<file path="src/rtl/vec_mem_sequencer.sv">
// Vector memory sequencer: splits 128-bit vector loads/stores into four 32-bit
// RAM beats, reassembles load data and stalls the pipeline while busy.
module vec_mem_sequencer #(
  parameter int unsigned ADDR_W = 16
) (
  input  logic              clk,
  input  logic              reset,
  input  logic              req_valid,
  output logic              req_ready,
  input  logic              req_we,
  input  logic [ADDR_W-1:0] req_addr,
  input  logic [127:0]      req_wdata,
  output logic              rsp_valid,
  output logic [127:0]      rsp_rdata,
  output logic              stall,
  output logic [ADDR_W-1:0] mem_addr,
  output logic              mem_we,
  output logic [31:0]       mem_wdata,
  input  logic [31:0]       mem_rdata
);

  localparam int unsigned VEC_W  = 128;
  localparam int unsigned BEAT_W = 32;
  localparam int unsigned ASM_W  = 96;

  typedef enum logic [1:0] {IDLE, ISSUE, DRAIN, RESP} state_t;

  state_t              state_q, state_d;
  logic [1:0]          k_q, k_d;
  logic                we_q, we_d;
  logic [ADDR_W-1:0]   base_q, base_d;
  logic [VEC_W-1:0]    wdata_q, wdata_d;
  logic [ASM_W-1:0]    asm_q, asm_d;
  logic [VEC_W-1:0]    rdata_q, rdata_d;
  logic [ADDR_W-1:0]   mem_addr_q, mem_addr_d;
  logic                mem_we_q, mem_we_d;
  logic [BEAT_W-1:0]   mem_wdata_q, mem_wdata_d;
  logic                accept;

  assign req_ready = reset & ((state_q == IDLE) | (state_q == RESP));
  assign accept    = req_valid & req_ready;
  assign stall     = reset & (accept | (state_q == ISSUE) | (state_q == DRAIN));
  assign rsp_valid = (state_q == RESP);
  assign rsp_rdata = rdata_q;
  assign mem_addr  = mem_addr_q;
  assign mem_we    = mem_we_q;
  assign mem_wdata = mem_wdata_q;

  // Next-state and next-register logic; RAM port registers are loaded one
  // cycle ahead so beat k appears while the FSM sits in ISSUE with k.
  always_comb begin
    state_d     = state_q;
    k_d         = k_q;
    we_d        = we_q;
    base_d      = base_q;
    wdata_d     = wdata_q;
    asm_d       = asm_q;
    rdata_d     = rdata_q;
    mem_addr_d  = mem_addr_q;
    mem_we_d    = 1'b0;
    mem_wdata_d = mem_wdata_q;

    case (state_q)
      IDLE, RESP: begin
        state_d = IDLE;
        if (accept) begin
          state_d    = ISSUE;
          k_d        = 2'd0;
          we_d       = req_we;
          base_d     = req_addr & ~ADDR_W'(3);
          wdata_d    = req_wdata;
          mem_addr_d = req_addr & ~ADDR_W'(3);
          mem_we_d   = req_we;
          if (req_we) mem_wdata_d = req_wdata[BEAT_W-1:0];
        end
      end
      ISSUE: begin
        // Read data for the previous beat arrives this cycle
        if (!we_q) begin
          case (k_q)
            2'd1:    asm_d[31:0]  = mem_rdata;
            2'd2:    asm_d[63:32] = mem_rdata;
            2'd3:    asm_d[95:64] = mem_rdata;
            default: ;
          endcase
        end
        k_d = k_q + 2'd1;
        if (k_q == 2'd3) begin
          state_d = we_q ? RESP : DRAIN;
        end else begin
          mem_addr_d = base_q | ADDR_W'(k_d);
          mem_we_d   = we_q;
          if (we_q) mem_wdata_d = wdata_q[{k_d, 5'b00000} +: BEAT_W];
        end
      end
      DRAIN: begin
        rdata_d = {mem_rdata, asm_q};
        state_d = RESP;
      end
    endcase
  end

  always_ff @(posedge clk) begin
    if (!reset) begin
      state_q     <= IDLE;
      k_q         <= 2'd0;
      we_q        <= 1'b0;
      base_q      <= '0;
      wdata_q     <= '0;
      asm_q       <= '0;
      rdata_q     <= '0;
      mem_addr_q  <= '0;
      mem_we_q    <= 1'b0;
      mem_wdata_q <= '0;
    end else begin
      state_q     <= state_d;
      k_q         <= k_d;
      we_q        <= we_d;
      base_q      <= base_d;
      wdata_q     <= wdata_d;
      asm_q       <= asm_d;
      rdata_q     <= rdata_d;
      mem_addr_q  <= mem_addr_d;
      mem_we_q    <= mem_we_d;
      mem_wdata_q <= mem_wdata_d;
    end
  end

endmodule

</file>
<file path="config.mk">
export PLATFORM = sky130hd
export DESIGN_NAME = vec_mem_sequencer
export DESIGN_NICKNAME = d
export VERILOG_FILES = /design/src/rtl/vec_mem_sequencer.sv
export SDC_FILE = /design/constraint.sdc
export NUM_CORES = 1
export LEC_CHECK = 0
export BUFFER_PORTS_ARGS = -buffer_cell sky130_fd_sc_hd__buf_2
export CAP_MARGIN = 10
export CORE_MARGIN = 2
export CORE_UTILIZATION = 37
export DETAILED_ROUTE_END_ITERATION = 10
export PLACE_DENSITY_LB_ADDON = 0.15
export SETUP_SLACK_MARGIN = 0.5
export SYNTH_ARGS = -nofsm -noshare
export SYNTH_HDL_FRONTEND = slang
export SYNTH_SLANG_ARGS = --single-unit
</file>
<file path="constraint.sdc">
create_clock -name clk -period 3.6 [get_ports clk]
set_input_delay 0 -clock clk [delete_from_list [all_inputs] [get_ports clk]]
set_output_delay 0 -clock clk [all_outputs]
set_load 0.01 [all_outputs]
</file>
==> results.yml <==
pwr:
  power_density_nw_per_um2: 663
  p_leak_nw: 9.51
  p_clk_share_pct: 32.5
  switching_share_pct: 32.7
  p_comb_share_pct: 29.3
  total_power_w: 0.0151
  ir_drop_mv: 0.375
  internal_power_w: 0.0101
  seqPwrFrac_pct: 38.2
  switchingPower_w: 0.00493
timing:
  clock_skew_ps: 27.9
  worstMarginPinSlew_ps: 1040
  period_minus_slack_ps: 2840
  rsz0062_at_grt: "false"
  max_freq_ghz: 0.352
  hold_viol: 0
  min_period_over_period_pct: 78.9
  setup_violations: 0
  fin_setup_tns_ps: 0
  slew_headroom_pct: 30.8
  drv_slew: 0
logic_synthesis:
  ys_top_cells_by_area: "dfxtp_1 50%, mux2i_1 12%, nand2_1 11%"
  yosys_warnings: 0
  avgSynthCellArea_sq_um: 9.17
  yosysTopAreaCell: "dfxtp_1"
  ys_types: 40
  netlist.area_leader.share_pct: 49.8
  syn_nets: 2030
  syn_inst: 1843
  syn_area_sq_um: 16900
  synth.ff_latch_count: 420
  ys_seq_area_share_pct: 49.8
clock_tree:
  numCtsBuffers: 48
  cts_tree: "yes"
  clockBufferDepth: 3
  numClockSinks: 420
  clk_latency_ps: 590
  clock-root-buffer: "clkbuf_16"
  h-tree-depth: 2
  clk_pin_slew_ps: 60
worst_setup_path:
  r2r-start: "state_q[0]$_SDFFE_PN0P_"
  path_class: "reg -> reg"
  cpPeakStageDelay_ps: 590
  cp.arrival_ps: 3290
  cp_slowest_cell: "nand3_4"
  crit_start: "state_q[0]$_SDFFE_PN0P_"
  required_ps: 4050
  start_kind: "register"
  crit_chain: "inv_1 -> ha_4 -> nand3_4 -> buf_4 -> nand3_1 -> nand2_1 -> dlygate4sd3_1"
  r2r_cells: 7
  cp_max_fo: 64
  ff2ff_setup_slack_ps: 760
  r2r_end: "base_q[4]$_SDFFE_PN0P_"
  worst_setup_path_end_kind: "register"
  crit_path_end: "base_q[4]$_SDFFE_PN0P_"
min_path:
  min_path_type: "in -> reg"
floorplanning:
  die_y_um: 218
  die_area_sq_um: 47400
  core_sq_um: 45200
  initial_core_util_pct: 37.4
  io_pins: 360
  rows: 78
  die_w_um: 218
route:
  route.detailed.drc: 0
  routed_wl_um: 50300
  viasPerCell: 4.92
  first_iter_violations: 824
  wl_per_cell_um: 16.9
  vias: 14608
  drtAntennaViolNets: 0
  drt_first_pass_iters: 7
placement:
  numPortBuffers: 357
  gp_congestion: 0.816
  dpl.hpwl_um: 30300
global_routing:
  overflow: 0
  grt_first_pass_wirelength_um: 79200
  grt_pass1_vias: 14490
  grt_max_degree: 131
  antenna_found_initial: 3
  grt_use_total_pct: 20.8
cells_and_area:
  fin_nets: 2517
  syn_to_final_growth_pct: 34.5
  drive_gt1_share_pct: 21.1
status:
  status: "finished clean"
flow_run:
  cap_violations: 0
[sequential cells by signal (all words and copies together) (netlist names)]
register / cells
rsp_rdata: 128
wdata_q: 128
asm_q: 96
mem_wdata: 32
mem_addr: 16
base_q: 14
k_q: 2
state_q: 2
mem_we: 1
we_q: 1
[final cells by class]
cell class	instances	area, sq um
Multi-Input combinational cell	1264	7820
Tap cell	600	751
Clock inverter	10	115
Fill cell	4289	22500
Timing Repair Buffer	588	4120
Inverter	8	30.0
Clock buffer	75	1490
Sequential cell	420	8410
Antenna cell	2	5.00
[power by group through the flow]
stage / combinational [W] / clock [W] / sequential (W)
after floorplan: 0.00282 / 0 / 0.00587
after global placement: 0.00414 / 0 / 0.00582
after detailed placement: 0.00419 / 0 / 0.00584
after CTS: 0.00444 / 0.00503 / 0.00575
after global routing: 0.00481 / 0.00522 / 0.00583
final: 0.00442 / 0.00490 / 0.00576
[stage by stage]
step | utilization, % | instance area, sq um | instances | setup WS, ps | hold slack, ps
2_1_floorplan | - | 16900 | 1843 | 1400 | 98.9
3_3_place_gp | 42.2 | 19100 | 2676 | 985 | 184
3_5_place_dp | 42.2 | 19100 | 2676 | 929 | 187
4_1_cts | 50.3 | 22700 | 2965 | 732 | 99.7
5_1_grt | 50.3 | 22700 | 2967 | 555 | 136
6_report | 50.3 | 22700 | 2967 | 758 | 128
[critical path, delay by kind of cell (launching register included)]
family,cells,cell delay (ps)
DFF,1,390
buffers and inverters,3,1170
and+or+nand+nor,3,770
adders and majority gates,1,370
[kinds of logic after synthesis]
group,after synthesis,share of synthesized area (%)
flip-flops,420,49.8
multiplexers,207,12.3
AND/OR/NAND/NOR,825,22.3
adder cells (fa/ha/maj),7,0.518
AO/OA/AOI/OAI,225,10.9
buffers and inverters,159,4.24
[placed cells by master (no fill, tap or decap), drive strengths merged, types with 7 or more instances in the layout]
cell type | Yosys | final
inv | 8 | 9
a2111oi | 31 | 31
nand2 | 503 | 503
buf | 63 | 384
nor2b | 129 | 129
ha | 7 | 7
o22ai | 33 | 33
dfxtp | 420 | 420
nor3b | 33 | 33
clkbuf | 88 | 75
a21oi | 37 | 37
o211a | 15 | 15
a21boi | 99 | 99
clkinv | 0 | 7
mux2i | 207 | 207
nand3 | 144 | 144
dlygate4sd3 | 0 | 204
[routing by layer]
metal  track usage, %  wire length [um]  part of all wire (%)
met5                0                11                 0.022
met4             8.11              1630                   3.2
met3             4.07              2660                   5.3
met2             34.9             23500                    47
met1             26.3             22500                    45
[worst min path at each step]
stage                                      endpoint  cells past startpoint      startpoint
after floorplan             base_q[10]$_SDFFE_PN0P_                      2    req_addr[10]
after global placement     wdata_q[49]$_SDFFE_PN0P_                      3   req_wdata[49]
after detailed placement  wdata_q[121]$_SDFFE_PN0P_                      3  req_wdata[121]
after CTS                 wdata_q[127]$_SDFFE_PN0P_                      4  req_wdata[127]
after global routing       wdata_q[48]$_SDFFE_PN0P_                      4   req_wdata[48]
final                     wdata_q[127]$_SDFFE_PN0P_                      4  req_wdata[127]
[repair_timing]
item / 4_1_cts / 5_1_grt
endpoints found under the hold margin: 332 / 0
setup buffers: 0 / 0
hold buffers: 204 / 0
resized for setup: 0 / 0
[cell usage after synthesis, drive strengths merged]
master,instances
nor2b,129
a211oi,1
clkbuf,88
or2,1
nor4,1
dfxtp,420
o22ai,33
inv,8
and3,1
nand3b,1
a21oi,37
a2bb2oi,1
a21boi,99
nand3,144
o31a,1
nand2b,2
a2111oi,31
o21ai,5
nor3b,33
ha,7
a211o,1
o22a,1
o211a,15
nor2,3
nand2,503
and2,6
buf,63
mux2i,207
and2b,1
No activity file was read; power rests on OpenSTA's default activity.
